<file path="config.mk">
export PLATFORM = sky130hd
export DESIGN_NAME = imem_arbiter_flat
export DESIGN_NICKNAME = d
export VERILOG_FILES = /design/src/rtl/imem_arbiter_if.sv /design/src/rtl/imem_arbiter.sv /design/src/flat_wrapper.sv
export SDC_FILE = /design/constraint.sdc
export NUM_CORES = 1
export LEC_CHECK = 0
export BUFFER_PORTS_ARGS = -buffer_cell sky130_fd_sc_hd__buf_2
export CAP_MARGIN = 25
export CORE_AREA = 2 2 104 106
export DETAILED_ROUTE_END_ITERATION = 16
export DIE_AREA = 0 0 106 108
export GPL_TIMING_DRIVEN = 0
export PLACE_DENSITY = 0.78
export SYNTH_ARGS = -nofsm -noshare
export SYNTH_HDL_FRONTEND = slang
export SYNTH_SLANG_ARGS = --single-unit
</file>
<file path="constraint.sdc">
create_clock -name clk -period 4.6 [get_ports clk]
set_clock_uncertainty 0.1 [all_clocks]
set_input_delay 0.92 -clock clk [delete_from_list [all_inputs] [get_ports clk]]
set_output_delay 0.92 -clock clk [all_outputs]
set_load 0.005 [all_outputs]
</file>
<file path="src/rtl/imem_arbiter_if.sv">
// imem_arbiter_if: fetch, loader and instruction-memory signals for the IM arbiter.
interface imem_arbiter_if #(
    parameter int ADDR_W = 32,
    parameter int DATA_W = 32
);
    logic              if_req;
    logic [ADDR_W-1:0] if_addr;
    logic              if_gnt;
    logic              if_stall;
    logic              if_rvalid;
    logic [DATA_W-1:0] if_rdata;
    logic              ld_req;
    logic              ld_we;
    logic [ADDR_W-1:0] ld_addr;
    logic [DATA_W-1:0] ld_wdata;
    logic              ld_last;
    logic              ld_gnt;
    logic              ld_rvalid;
    logic [DATA_W-1:0] ld_rdata;
    logic              im_en;
    logic              im_we;
    logic [ADDR_W-1:0] im_addr;
    logic [DATA_W-1:0] im_wdata;
    logic [DATA_W-1:0] im_rdata;

    modport slave (
        input  if_req, if_addr, ld_req, ld_we, ld_addr, ld_wdata, ld_last, im_rdata,
        output if_gnt, if_stall, if_rvalid, if_rdata, ld_gnt, ld_rvalid, ld_rdata,
               im_en, im_we, im_addr, im_wdata
    );
    modport master (
        output if_req, if_addr, ld_req, ld_we, ld_addr, ld_wdata, ld_last, im_rdata,
        input  if_gnt, if_stall, if_rvalid, if_rdata, ld_gnt, ld_rvalid, ld_rdata,
               im_en, im_we, im_addr, im_wdata
    );
endinterface

</file>
<file path="src/rtl/imem_arbiter.sv">
// imem_arbiter: round-robin sharing of single-port IM between fetch and loader, with loader burst lock.
module imem_arbiter #(
    parameter int ADDR_W    = 32,
    parameter int DATA_W    = 32,
    parameter int BURST_MAX = 16
) (
    input logic          clk,
    input logic          reset,
    imem_arbiter_if.slave bus
);
    typedef enum logic {OPEN, LD_LOCK} state_t;

    state_t            state;
    logic              last_ld;
    logic              if_pend;
    logic              ld_pend;
    logic              if_gnt;
    logic              ld_gnt;
    logic [7:0]        beat_cnt;
    logic [DATA_W-1:0] if_hold;
    logic [DATA_W-1:0] ld_hold;

    // last_ld=1 means the loader owned IM last, so fetch wins a tie
    always_comb begin
        if_gnt = !reset && state == OPEN && bus.if_req && (!bus.ld_req || last_ld);
        ld_gnt = !reset && bus.ld_req && (state == LD_LOCK || !bus.if_req || !last_ld);
    end

    assign bus.if_gnt    = if_gnt;
    assign bus.ld_gnt    = ld_gnt;
    assign bus.if_stall  = bus.if_req && !if_gnt;
    assign bus.im_en     = if_gnt || ld_gnt;
    assign bus.im_we     = ld_gnt && bus.ld_we;
    assign bus.im_addr   = if_gnt ? {bus.if_addr[ADDR_W-1:2], 2'b00} :
                           ld_gnt ? {bus.ld_addr[ADDR_W-1:2], 2'b00} : '0;
    assign bus.im_wdata  = (if_gnt || ld_gnt) ? bus.ld_wdata : '0;
    assign bus.if_rvalid = if_pend && !reset;
    assign bus.ld_rvalid = ld_pend && !reset;
    assign bus.if_rdata  = bus.if_rvalid ? bus.im_rdata : if_hold;
    assign bus.ld_rdata  = bus.ld_rvalid ? bus.im_rdata : ld_hold;

    always_ff @(posedge clk) begin
        if (reset) begin
            state    <= OPEN;
            last_ld  <= 1'b1;
            beat_cnt <= '0;
            if_pend  <= 1'b0;
            ld_pend  <= 1'b0;
            if_hold  <= '0;
            ld_hold  <= '0;
        end else begin
            if_pend <= if_gnt;
            ld_pend <= ld_gnt && !bus.ld_we;
            if (if_pend) if_hold <= bus.im_rdata;
            if (ld_pend) ld_hold <= bus.im_rdata;
            if (if_gnt) last_ld <= 1'b0;
            else if (ld_gnt) last_ld <= 1'b1;
            if (state == OPEN) begin
                if (ld_gnt && !bus.ld_last && BURST_MAX > 1) begin
                    state    <= LD_LOCK;
                    beat_cnt <= 8'd1;
                end
            end else if (!bus.ld_req || bus.ld_last || beat_cnt == 8'(BURST_MAX - 1)) begin
                state    <= OPEN;
                beat_cnt <= '0;
            end else begin
                beat_cnt <= beat_cnt + 8'd1;
            end
        end
    end
endmodule
</file>
<file path="src/flat_wrapper.sv">
// flat-port wrapper written by rule: the top's interface ports become plain ports
module imem_arbiter_flat 
#(
    parameter int ADDR_W    = 32,
    parameter int DATA_W    = 32,
    parameter int BURST_MAX = 16
)
  (clk, reset, bus_if_req, bus_if_addr, bus_ld_req, bus_ld_we, bus_ld_addr, bus_ld_wdata, bus_ld_last, bus_im_rdata, bus_if_gnt, bus_if_stall, bus_if_rvalid, bus_if_rdata, bus_ld_gnt, bus_ld_rvalid, bus_ld_rdata, bus_im_en, bus_im_we, bus_im_addr, bus_im_wdata);
  imem_arbiter_if #(.ADDR_W(ADDR_W), .DATA_W(DATA_W)) bus_i ();
  input logic clk;
  input logic reset;
  input wire logic [$bits(bus_i.if_req)-1:0] bus_if_req;
  input wire logic [$bits(bus_i.if_addr)-1:0] bus_if_addr;
  input wire logic [$bits(bus_i.ld_req)-1:0] bus_ld_req;
  input wire logic [$bits(bus_i.ld_we)-1:0] bus_ld_we;
  input wire logic [$bits(bus_i.ld_addr)-1:0] bus_ld_addr;
  input wire logic [$bits(bus_i.ld_wdata)-1:0] bus_ld_wdata;
  input wire logic [$bits(bus_i.ld_last)-1:0] bus_ld_last;
  input wire logic [$bits(bus_i.im_rdata)-1:0] bus_im_rdata;
  output wire logic [$bits(bus_i.if_gnt)-1:0] bus_if_gnt;
  output wire logic [$bits(bus_i.if_stall)-1:0] bus_if_stall;
  output wire logic [$bits(bus_i.if_rvalid)-1:0] bus_if_rvalid;
  output wire logic [$bits(bus_i.if_rdata)-1:0] bus_if_rdata;
  output wire logic [$bits(bus_i.ld_gnt)-1:0] bus_ld_gnt;
  output wire logic [$bits(bus_i.ld_rvalid)-1:0] bus_ld_rvalid;
  output wire logic [$bits(bus_i.ld_rdata)-1:0] bus_ld_rdata;
  output wire logic [$bits(bus_i.im_en)-1:0] bus_im_en;
  output wire logic [$bits(bus_i.im_we)-1:0] bus_im_we;
  output wire logic [$bits(bus_i.im_addr)-1:0] bus_im_addr;
  output wire logic [$bits(bus_i.im_wdata)-1:0] bus_im_wdata;
  assign bus_i.if_req = bus_if_req;
  assign bus_i.if_addr = bus_if_addr;
  assign bus_i.ld_req = bus_ld_req;
  assign bus_i.ld_we = bus_ld_we;
  assign bus_i.ld_addr = bus_ld_addr;
  assign bus_i.ld_wdata = bus_ld_wdata;
  assign bus_i.ld_last = bus_ld_last;
  assign bus_i.im_rdata = bus_im_rdata;
  assign bus_if_gnt = bus_i.if_gnt;
  assign bus_if_stall = bus_i.if_stall;
  assign bus_if_rvalid = bus_i.if_rvalid;
  assign bus_if_rdata = bus_i.if_rdata;
  assign bus_ld_gnt = bus_i.ld_gnt;
  assign bus_ld_rvalid = bus_i.ld_rvalid;
  assign bus_ld_rdata = bus_i.ld_rdata;
  assign bus_im_en = bus_i.im_en;
  assign bus_im_we = bus_i.im_we;
  assign bus_im_addr = bus_i.im_addr;
  assign bus_im_wdata = bus_i.im_wdata;
  imem_arbiter #(.ADDR_W(ADDR_W), .DATA_W(DATA_W), .BURST_MAX(BURST_MAX)) u_core (.clk(clk), .reset(reset), .bus(bus_i));
endmodule
</file>
Yosys cells after proc, flatten, opt, wreduce, memory -nomap -nowiden

Cells that the tools add are included.

$lt $le $gt $ge: 0
Multipliers: 0
Divide/modulo/power cells: 0
Reduce and logical (&&, ||, !) cells: 26
$add $sub $neg: 1
Equality and inequality tests: 1
Mux-type cells: 13
Shift-type cells: 0
Bitwise gates (word level): 1

Operator list:

| kind                                          | number |
|---|---|
| two-way mux 32 bit                            | 5 |
| two-way mux 8 bit                             | 3 |
| logical AND 1 bit                             | 11 |
| adder 8 x 1 -> 8 bit, second input constant   | 1 |
| == test 8 x 4 -> 1 bit, second input constant | 1 |
| zero test 1 bit                               | 7 |
| logical OR 1 bit                              | 6 |
| two-way mux 1 bit                             | 5 |
| nonzero test 2 bit                            | 2 |
| inverter 1 bit                                | 1 |

Bits in read-only memories: 0
Output and inout bits: 135
Register bits after elaboration: 76
Bits in writable memories: 0
Memories kept: 0
Latch bits: 0

Logic depth before layout (Yosys ltp)

Gate-level depths: netlist of run 1.

Word-level depth: 7
Mapped depth: 6

Least setup slack after synthesis of run 1

No wires, ideal clock.

Kind: in2out
Start: input bus_ld_req
End: output bus_im_addr[23]
Path buffers: 1
Data arrival time: 1803 ps
Setup slack: 1777 ps
Stages: 4
Cells stage by stage: nor2b_1 nor4b_4 buf_2 a22o_1

Longest elaborated chain between the ends: 4

RTL lines:

| item               | RTL line           | text |
|---|---|---|
| start: declaration | flat_wrapper.sv:14 | `input wire logic [$bits(bus_i.ld_req)-1:0] bus_ld_req;` |
| zero test 1 bit    | imem_arbiter.sv:25 | `if_gnt = !reset && state == OPEN && bus.if_req && (!bus.ld_req \|\| last_ld);` |
| logical OR 1 bit   | imem_arbiter.sv:25 |  |
| logical AND 1 bit  | imem_arbiter.sv:25 |  |
| via bus_if_gnt     | flat_wrapper.sv:20 | `output wire logic [$bits(bus_i.if_gnt)-1:0] bus_if_gnt;` |
| two-way mux 32 bit | imem_arbiter.sv:34 | `assign bus.im_addr = if_gnt ? {bus.if_addr[ADDR_W-1:2], 2'b00} :` |
| end: declaration   | flat_wrapper.sv:29 | `output wire logic [$bits(bus_i.im_addr)-1:0] bus_im_addr;` |

The timed path passes the listed nets, and every way through them passes these cells.

Worst setup path after layout of run 1

Start: input bus_ld_req
End: output bus_im_wdata[20]

Longest elaborated chain between the ends: 5

RTL lines:

| item                   | RTL line           | text |
|---|---|---|
| zero test 1 bit        | imem_arbiter.sv:25 |  |
| logical OR 1 bit       | imem_arbiter.sv:25 |  |
| logical AND 1 bit      | imem_arbiter.sv:25 |  |
| logical OR 1 bit (*)   | imem_arbiter.sv:36 | `assign bus.im_wdata = (if_gnt \|\| ld_gnt) ? bus.ld_wdata : '0;` |
| two-way mux 32 bit (*) | imem_arbiter.sv:36 |  |
| end: declaration       | flat_wrapper.sv:30 | `output wire logic [$bits(bus_i.im_wdata)-1:0] bus_im_wdata;` |

Mark *: on every way between the ends. The rest lies on a longest branch, timed or not.

==> metrics.csv, run 1 <==
metric,value,unit
synthesized instance count,428,
Slew headroom,59.5,%
most common cell in the netlist,dfxtp_1,
setup violators final,0,
Starting Density,40.5,%
leakage power,0.00298,uW
Remaining DRCs,0,
Sink Count,76,
Hold Crit Class,register to register,
"EDFF count, synth",0,
GP Congestion,0.963,
worst r2r src,u_core.beat_cnt[0],
post-synthesis sequential area ratio,36.8,%
Core Footprint,10200,sq um
Crit path top cell by count,buf_2,
RSZ-0062 raised after global routing,no,
Worst-Margin Slew,0.608,ns
Die ar.,11400,sq um
Synth Area in XOR/XNOR,0.423,%
worst setup path class,input pin to output port,
Synth Area in Compound Gates,9.61,%
CTS root buffer,clkbuf_8,
fin crit period,3.41,ns
"Req. time, crit path",3.58,ns
Area contributors post-synth,"dfxtp_1, mux2_2, mux2i_1, a22o_1, nor2_1",
main combinational cell family by area after synthesis,multiplexers,
fin nets,837,
largest net degree at the start of global routing,16,
Top-Level Pins,269,
fraction of final layout cells with drive strength greater than 1,52.9,%
Post-Synth Simple-Gate Area,15.2,%
synthesized area,4140,sq um
clk buf depth,2,
"Endpoint, Worst Hold",u_core.beat_cnt[7],
DP Cell Count,827,
Peak VDD IR,0.000168,V
end of the worst register-to-register path,u_core.beat_cnt[7],
r2r setup slk,2.92,ns
Seq cells post-synth,76,
post-DR wirelength/cell,17.6,microns
Final Worst Setup Slack,1.19,ns
Die X,106,microns
highest metal used,met5,
CTS tree,yes,
Worst Setup End Kind,output port,
All-Layer GR Usage,25.5,%
Chip Height,108,microns
via/cell ratio,5.04,
Slew Limit Fails,0,
H-tree Lvls,3,
count of non-filler cells in the finished layout,850,
hold wc startpoint,u_core.beat_cnt[7],
routed length on met1,6270,microns
GR Overflow Total,0,
Synth Warn #,0,
mux contribution to synthesized area,32.9,%
MaxCap Viol Count,0,
"Async S/R FF share, synth",0,%
CP cell instances,"buf_2, nor2b_1, nor4b_4, nor2_2, buf_2, nor2b_1, buf_2",
CTS Buf Count,9,
Post-Syn Area per Cell,9.67,sq um
placed cell area,5620,sq um
distinct cell type count after synthesis,34,
number of global-route vias before repair,4234,
1st-iter DRT viols,152,
CTS Hold Bufs,0,
WHS,0.364,ns
DP HPWL,12000,microns
fmax,293,MHz
crit path DAT,2.39,ns
Power Dens Cells,259,nW/um^2
top post-synthesis cells by count,"dfxtp_1, nor2_1, mux2_2, mux2i_1, nor2b_1",
routed wire length,14900,microns
Pre-antenna DRT Iters,4,
Final ANT Viol Nets,0,
largest area contributor in the netlist,dfxtp_1,
area of the multi-input gates,2420,sq um
adder-cell area share of the yosys netlist,0.302,%
buffers added on ports,262,
met2 wire len,7000,microns
worst-path fanout max,10,
metal3 WL,1190,microns
Final Hold Fails,0,
setup bufs post-CTS,0,
R2R depth,5,
clock latency on the worst-skew pair,0.34,ns
Worst Setup Start Kind,input pin,
status,completed,
Post-Layout Inst Area,5820,sq um
pre-CTS WS,1.16,ns
# rows,37,
slowest cell delay on critical path,0.48,ns
Hold Path Stages,1,
first-pass GRT wire length,22500,microns
initial antenna violation count,8,
Register Area,1520,sq um
Final period util,74.2,%
"Gates resized, CTS repair",0,
slowest CP cell,nor4b_4,
Area Growth Syn to Fin,40.7,%
ys flop type,dfxtp_1,
"Reg clk slew, reported paths",0.08,ns
Layout fillers,946,
Yosys top cell area share,36.8,%
via count,4282,
setup_tns,0,ns
[power breakdown]
part | leakage, uW | switching, uW | internal (uW) | total [uW]
registers | 0.000618 | 11.8 | 682 | 694
logic | 0.00227 | 165 | 175 | 341
clock network | 0.0000886 | 271 | 204 | 475
[critical path, delay by kind of cell]
family | cells | cell delay (ns)
buffers and inverters | 3 | 0.49
and+or+nand+nor | 4 | 0.98
[metal layers]
metal | vias up | track usage (%)
li1 | 2050 | -
met1 | 2012 | 31.4
met2 | 186 | 43.0
met3 | 32 | 6.81
met4 | 2 | 9.68
met5 | - | 0
[worst max-delay path by stage]
stage / start / end / slack [ns]
global route: bus_ld_req / bus_im_wdata[16] / 1.07
global placement: bus_ld_req / bus_im_wdata[7] / 1.21
CTS: bus_ld_req / bus_im_wdata[16] / 1.16
floorplan: bus_ld_req / bus_im_addr[23] / 1.78
finish: bus_ld_req / bus_im_wdata[20] / 1.19
detailed placement: bus_ld_req / bus_im_wdata[16] / 1.16
[sequential cells by signal (all words and copies together), names as in the netlist]
name and cells:
u_core.if_hold 32, u_core.ld_hold 32, u_core.beat_cnt 8, u_core.if_pend 1
u_core.last_ld 1, u_core.ld_pend 1, u_core.state 1
[through the flow]
| stage | total power, uW | util [%] |
|---|---|---|
| detailed placement | 1050 | 55.0 |
| CTS | 1520 | 56.7 |
| global route | 1580 | 56.9 |
| global placement | 1040 | 55.0 |
| finish | 1510 | 56.9 |
| floorplan | 875 | - |
[cell type report]
| class | instances | share of cell area [%] |
|---|---|---|
| clock buffer | 9 | 2.13 |
| antenna | 7 | 0.301 |
| clock inverter | 7 | 0.988 |
| tap | 136 | 2.92 |
| timing repair buffer | 262 | 22.5 |
| multi-input combinational | 312 | 41.6 |
| inverter | 4 | 0.258 |
| sequential | 76 | 26.1 |
| buffer | 37 | 3.12 |
[logic make-up (layout without fill, tap and decap cells)]
family	count (synthesis)	in the layout
multiplexers	128	128
AND/OR/NAND/NOR	128	128
flip-flops	76	76
AO/OA/AOI/OAI	51	51
buffers and inverters	41	319
XOR/XNOR	2	2
adder cells (fa/ha/maj)	1	1
other	1	9
[cells in the final DEF (no fill, tap or decap), types with 2 or more instances in the layout]
cell / instances
buf_2: 287
dfxtp_1: 76
nor2_1: 71
mux2_2: 64
mux2i_1: 64
nor2b_1: 37
a22o_1: 32
clkbuf_1: 9
clkbuf_8: 9
diode_2: 7
a21oi_1: 7
nand2_1: 5
o21ai_0: 5
inv_1: 4
buf_4: 3
nor3_1: 3
inv_6: 3
o21a_1: 2
nand3_1: 2
xnor2_1: 2
conb_1: 2
clkinvlp_4: 2
Power figures use the tool's default switching activity.
==> inputs of run 2 (changes only) <==
- ABC_AREA: not set -> 1
- CORE_AREA: 2 2 104 106 -> 2 2 105 107
- DIE_AREA: 0 0 106 108 -> 0 0 107 109
- PLACE_DENSITY: 0.78 -> 0.76
- clock period: 4.6 -> 3.2 ns (I/O delays scaled with it)
==> run 2 against run 1 <==
Compared with the run above: utilization down 2.3 points; synthesized cell count up 43%; total power increased by 58%; via count grew 9.2%; sequential cell count unchanged; first-iteration DRC count increased by 97%.
==> metrics.csv, run 2 <==
metric,value,unit,change
status,completed,,unchanged
first-pass GRT wire length,19900,microns,"was 22,500 microns"
CTS Hold Bufs,0,,unchanged
Core Footprint,10600,sq um,"was 10,200 sq um"
MaxCap Viol Count,0,,unchanged
most common cell in the netlist,nand2_1,,was dfxtp_1
"Reg clk slew, reported paths",0.08,ns,about the same
leakage power,0.00317,uW,was 0.00298 uW
WHS,0.361,ns,was 0.364 ns
largest net degree at the start of global routing,14,,was 16
Chip Height,109,microns,was 108 microns
setup bufs post-CTS,0,,unchanged
Peak VDD IR,0.000196,V,was 0.000168 V
Worst Setup End Kind,output port,,unchanged
CTS Buf Count,9,,unchanged
Power Dens Cells,413,nW/um^2,was 259 nW/um^2
"Gates resized, CTS repair",0,,unchanged
clock latency on the worst-skew pair,0.34,ns,about the same
post-synthesis sequential area ratio,37.7,%,was 36.8%
"EDFF count, synth",0,,unchanged
"Req. time, crit path",2.46,ns,was 3.58 ns
# rows,38,,was 37
Area contributors post-synth,"dfxtp_1, nand2_1, o21ai_0, inv_1, nor2_2",,"was dfxtp_1, mux2_2, mux2i_1, a22o_1, nor2_1"
biggest regs,"u_core.if_hold: 32 flops, u_core.ld_hold: 32 flops, u_core.beat_cnt: 8 flops",,unchanged
crit path DAT,1.63,ns,was 2.39 ns
Post-Syn Area per Cell,6.60,sq um,was 9.67 sq um
count of non-filler cells in the finished layout,1030,,was 850
DP Cell Count,1014,,was 827
Final Worst Setup Slack,0.830,ns,was 1.19 ns
Remaining DRCs,0,,unchanged
pre-CTS WS,0.813,ns,was 1.16 ns
area of the multi-input gates,1820,sq um,was 2420 sq um
Starting Density,38.1,%,was 40.5%
Die ar.,11700,sq um,"was 11,400 sq um"
Hold Crit Class,input pin to register,,was register to register
Final Hold Fails,0,,unchanged
Seq cells post-synth,76,,unchanged
synthesized instance count,612,,was 428
clk buf depth,2,,unchanged
GP Congestion,0.852,,was 0.963
CTS root buffer,clkbuf_8,,unchanged
top post-synthesis cells by count,"nand2_1, o21ai_0, inv_1",,"was dfxtp_1, nor2_1, mux2_2, mux2i_1, nor2b_1"
via/cell ratio,4.54,,was 5.04
initial antenna violation count,1,,was 8
Final ANT Viol Nets,0,,unchanged
"Async S/R FF share, synth",0,%,unchanged
fin crit period,2.37,ns,
Register Area,1520,sq um,unchanged
Worst Setup Start Kind,input pin,,unchanged
setup violators final,0,,unchanged
Worst-Margin Slew,0.505,ns,was 0.608 ns
synthesized area,4040,sq um,was 4140 sq um
Top-Level Pins,269,,unchanged
RSZ-0062 raised after global routing,no,,unchanged
distinct cell type count after synthesis,28,,was 34
post-DR wirelength/cell,12.7,microns,was 17.6 microns
1st-iter DRT viols,300,,was 152
H-tree Lvls,3,,unchanged
Layout fillers,1075,,was 946
fraction of final layout cells with drive strength greater than 1,39.4,%,was 52.9%
DP HPWL,10300,microns,"was 12,000 microns"
via count,4676,,"was 4,282"
Pre-antenna DRT Iters,5,,was 4
Synth Warn #,0,,unchanged
Area Growth Syn to Fin,43.3,%,was 40.7%
fmax,422,MHz,
"most common cell after layout, fill and taps aside",buf_2,,unchanged
Finished Core Util,54.6,%,was 56.9%
largest area contributor in the netlist,dfxtp_1,,unchanged
worst-path fanout max,10,,unchanged
Sink Count,76,,unchanged
buffers added on ports,261,,was 262
Die X,107,microns,was 106 microns
setup_tns,0,ns,unchanged
CTS tree,yes,,unchanged
"commonest non-fill, non-tap cells in the layout","buf_2, nand2_1, o21ai_0",,"was buf_2, dfxtp_1, nor2_1"
Slew headroom,66.4,%,was 59.5%
GR Overflow Total,0,,unchanged
Slew Limit Fails,0,,unchanged
worst setup path class,input pin to output port,,unchanged
Yosys top cell area share,37.7,%,was 36.8%
ys flop type,dfxtp_1,,unchanged
routed wire length,13100,microns,"was 14,900 microns"
All-Layer GR Usage,21.6,%,was 25.5%
Final period util,74.1,%,
number of global-route vias before repair,4251,,"was 4,234"
fin nets,1020,,was 837
[run 2: through the flow]
stage	cell area [sq um]	power, uW
6_report	5790	2390
4_1_cts	5790	2410
3_5_place_dp	5530	1460
2_1_floorplan	4040	1230
3_3_place_gp	5530	1460
5_1_grt	5790	2500
[run 2: area by class of cell]
cell class                 count  share of cell area [%]
antenna                        1                  0.0432
clock buffer                   9                    2.14
sequential                    76                    26.3
inverter                     116                    7.61
tap                          140                    3.03
buffer                        33                    4.47
timing repair buffer         261                    22.6
clock inverter                 6                    2.38
multi-input combinational    388                    31.5
[run 2: kinds of logic after synthesis]
family	count (synthesis)	synth area share [%]
other cells	1	0.0928
fa+ha+maj	1	0.310
simple gates	243	27.0
compound gates	142	17.6
flops	76	37.7
buf+inv	149	17.3
[run 2: worst paths after layout]
| kind | slack (ns) | endpoint | cells past startpoint | start |
|---|---|---|---|---|
| setup / recovery | 0.83 | bus_im_addr[18] | 9 | bus_ld_req |
| hold / removal | 0.36 | u_core.ld_pend | 2 | bus_ld_we |
| setup reg to reg | 1.86 | u_core.beat_cnt[7] | 8 | u_core.beat_cnt[1] |
| hold reg to reg | 0.38 | u_core.ld_hold[9] | 2 | u_core.ld_hold[9] |
[run 2: layer usage]
layer / track usage (%) / wire length, microns / vias to the layer above / share of wire [%]
met5: 0 / 0 / - / 0
met4: 6.12 / 190 / 0 / 1.5
met3: 4.12 / 963 / 16 / 7.4
met2: 39.1 / 6520 / 195 / 50
met1: 26.0 / 5380 / 2054 / 41
li1: - / - / 2411 / -
[run 2: power breakdown]
| group | switching (uW) | internal (uW) | total (uW) |
|---|---|---|---|
| Sequential | 9.35 | 980 | 990 |
| Combinational | 242 | 206 | 448 |
| Clock | 359 | 595 | 955 |
| Total | 610 | 1780 | 2390 |
[run 2: worst max-delay path: stages]
cell     delay [ns]
buf_2          0.13
inv_2          0.08
nor2_8         0.11
nand2_4        0.09
inv_2          0.10
buf_4          0.17
nand2_1        0.07
nand2_1        0.10
buf_2          0.13
==> inputs of run 3 (changes only) <==
- ABC_AREA: 1 -> 0
- PLACE_DENSITY: 0.76 -> 0.77
- clock period: 3.2 -> 2.3 ns (I/O delays scaled with it)
==> run 3 against run 2 <==
Compared with the run above: the run now ends with negative setup slack left; register-to-register slack worse by 1.2 ns; via count down 6.7%; worst hold slack worse by 0.18 ns; sequential power up 40%; critical path type is now register to output port.
==> metrics.csv, run 3 (synthesis gave the netlist of run 1 again) <==
metric,value,unit,change
buffers added on ports,262,,was 261
via/cell ratio,5.08,,was 4.54
"Req. time, crit path",1.74,ns,was 2.46 ns
clk buf depth,2,,unchanged
1st-iter DRT viols,192,,was 300
largest net degree at the start of global routing,13,,was 14
first-pass GRT wire length,21600,microns,"was 19,900 microns"
Sink Count,76,,unchanged
Slew Limit Fails,0,,unchanged
Final period util,100,%,
CTS tree,yes,,unchanged
Sw Share,27.7,%,was 25.5%
Pre-antenna DRT Iters,4,,was 5
Final Hold Fails,0,,unchanged
Comb pwr share,24.1,%,was 18.7%
WP depth,7,,was 9
RSZ-0062 raised after global routing,yes,,was no
initial antenna violation count,2,,was 1
Final Worst Setup Slack,-0.00277,ns,was 0.830 ns
"commonest non-fill, non-tap cells in the layout","buf_2, dfxtp_1, nor2_1",,"was buf_2, nand2_1, o21ai_0"
Switch Pwr,865,uW,was 610 uW
WHS,0.180,ns,was 0.361 ns
setup violators final,1,,was 0
CTS Buf Count,9,,unchanged
crit path DAT,1.74,ns,was 1.63 ns
post-DR wirelength/cell,17.7,microns,was 12.7 microns
biggest regs,"u_core.if_hold: 32 flops, u_core.ld_hold: 32 flops, u_core.beat_cnt: 8 flops",,unchanged
Die X,107,microns,unchanged
status,"finished, violations left",,was completed
"Endpoint, Worst Hold",u_core.ld_pend,,unchanged
end of the worst register-to-register path,u_core.beat_cnt[7],,unchanged
GR Overflow Total,0,,unchanged
Starting Density,39.0,%,was 38.1%
slowest CP cell,dfxtp_4,,was buf_4
clock latency on the worst-skew pair,0.35,ns,was 0.34 ns
MaxCap Viol Count,0,,unchanged
Hold Crit Class,input pin to register,,unchanged
Worst-Margin Slew,0.729,ns,was 0.505 ns
# rows,38,,unchanged
fin crit period,2.30,ns,
GP Congestion,0.856,,was 0.852
All-Layer GR Usage,24.5,%,was 21.6%
Post-Layout Inst Area,6180,sq um,was 5790 sq um
Buf/Inv on CP,3,,was 5
total power,3130,uW,was 2390 uW
routed wire length,15200,microns,"was 13,100 microns"
Chip Height,109,microns,unchanged
"Reg clk slew, reported paths",0.07,ns,was 0.08 ns
Core Footprint,10600,sq um,unchanged
cell-internal power,2260,uW,was 1780 uW
DP HPWL,11800,microns,"was 10,300 microns"
CP cell instances,"nand2_2, o21a_1, buf_6, nor2_4, clkbuf_16, nor2b_1, buf_2",,"was buf_2, inv_2, nor2_8, nand2_4, inv_2, buf_4, nand2_1, nand2_1, buf_2"
number of global-route vias before repair,4106,,"was 4,251"
Worst Setup Start Kind,register,,was input pin
"most common cell after layout, fill and taps aside",buf_2,,unchanged
leakage power,0.00314,uW,was 0.00317 uW
Top-Level Pins,269,,unchanged
Worst Setup End Kind,output port,,unchanged
Peak VDD IR,0.000416,V,was 0.000196 V
count of non-filler cells in the finished layout,859,,"was 1,030"
Power Dens Cells,506,nW/um^2,was 413 nW/um^2
Top delay family on crit path,buffers and inverters,,unchanged
R2R depth,5,,was 8
DP Cell Count,831,,"was 1,014"
Area Growth Syn to Fin,49.3,%,was 43.3%
worst-path fanout max,8,,was 10
slowest cell delay on critical path,0.38,ns,was 0.17 ns
CTS root buffer,clkbuf_8,,unchanged
CTS Hold Bufs,0,,unchanged
Die ar.,11700,sq um,unchanged
Clock power frac,31.3,%,was 39.9%
worst r2r src,u_core.beat_cnt[0],,was u_core.beat_cnt[1]
r2r setup slk,0.62,ns,was 1.86 ns
placed cell area,5630,sq um,was 5530 sq um
Remaining DRCs,0,,unchanged
fin nets,848,,"was 1,020"
worst setup path class,register to output port,,was input pin to output port
Final ANT Viol Nets,0,,unchanged
H-tree Lvls,3,,unchanged
Slew headroom,51.1,%,was 66.4%
violated checks,negative setup slack,,
fmax,434,MHz,
hold wc startpoint,bus_ld_we,,unchanged
via count,4363,,"was 4,676"
Hold Path Stages,2,,unchanged
Flop pwr share,44.6,%,was 41.4%
fraction of final layout cells with drive strength greater than 1,55.5,%,was 39.4%
==> run 3: cell count changes in the layout (fill, tap and decap cells not counted), sizes merged, moves of 27 or more <==
| cell | before | now |
|---|---|---|
| inv | 116 | 4 |
| a22o | 0 | 32 |
| mux2i | 0 | 64 |
| nand2 | 180 | 5 |
| o21ai | 133 | 5 |
| mux2 | 0 | 64 |
| nor2 | 45 | 72 |
| nor2b | 0 | 37 |
==> run 3: final cells by class <==
cell class              count  area (sq um)
clock inverters             4          51.3
inverters                   4          15.0
flip-flops and latches     76          1530
multi-input cells         312          2500
fillers                   903          4420
repair buffers            276          1490
plain buffers              34           284
diodes                      2          5.00
well taps                 140           175
clock buffers              11           131
==> run 3: timing repair <==
item / 4_1_cts / 5_1_grt
cloned: 0 / 4
buffers inserted: 6 / 4
setup endpoints to repair: 120 / 121
gates resized for setup: 44 / 20
pin swaps: 3 / 2
endpoints found under the hold margin: 0 / 0
==> run 3: metal layers <==
layer | track usage (%) | part of all wire (%) | vias up
met5 | 0 | 0 | -
li1 | - | - | 2070
met3 | 5.80 | 7.1 | 32
met4 | 13.0 | 4.8 | 0
met1 | 25.4 | 37 | 2070
met2 | 45.7 | 51 | 191
==> run 3: power groups by stage <==
stage,Combinational [uW],Sequential [uW],Clock (uW)
6_report,752,1390,979
5_1_grt,810,1400,1050
4_1_cts,723,1390,983
3_5_place_dp,684,1420,0
3_3_place_gp,667,1420,0
2_1_floorplan,340,1410,0
==> run 3: how the worst max path moves through the flow <==
stage                         startpoint          endpoint  slack [ns]
after floorplan               bus_ld_req   bus_im_addr[23]        0.40
after global placement        bus_ld_req  bus_im_wdata[27]       -0.24
after detailed placement      bus_ld_req  bus_im_wdata[29]       -0.28
after CTS                 u_core.last_ld  bus_im_wdata[26]      0.0007
after global routing      u_core.last_ld  bus_im_wdata[16]       -0.06
final                     u_core.last_ld  bus_im_wdata[16]      -0.003
==> run 3: worst reg2reg max path, delay by kind of cell (launching register included) <==
family / cells / cell delay, ns
DFF: 1 / 0.33
and+or+nand+nor: 1 / 0.24
AOI/OAI and AO/OA: 3 / 0.72
adders and majority gates: 1 / 0.22
==> run 3: stage by stage <==
stage	setup TNS (ns)	utilization [%]	worst slack (ns)
after floorplan	0	-	0.397
after global placement	-5.36	53.1	-0.242
after detailed placement	-7.94	53.1	-0.279
after CTS	0	56.5	0.000744
after global routing	-0.940	58.3	-0.0643
final	-0.00277	58.3	-0.00277
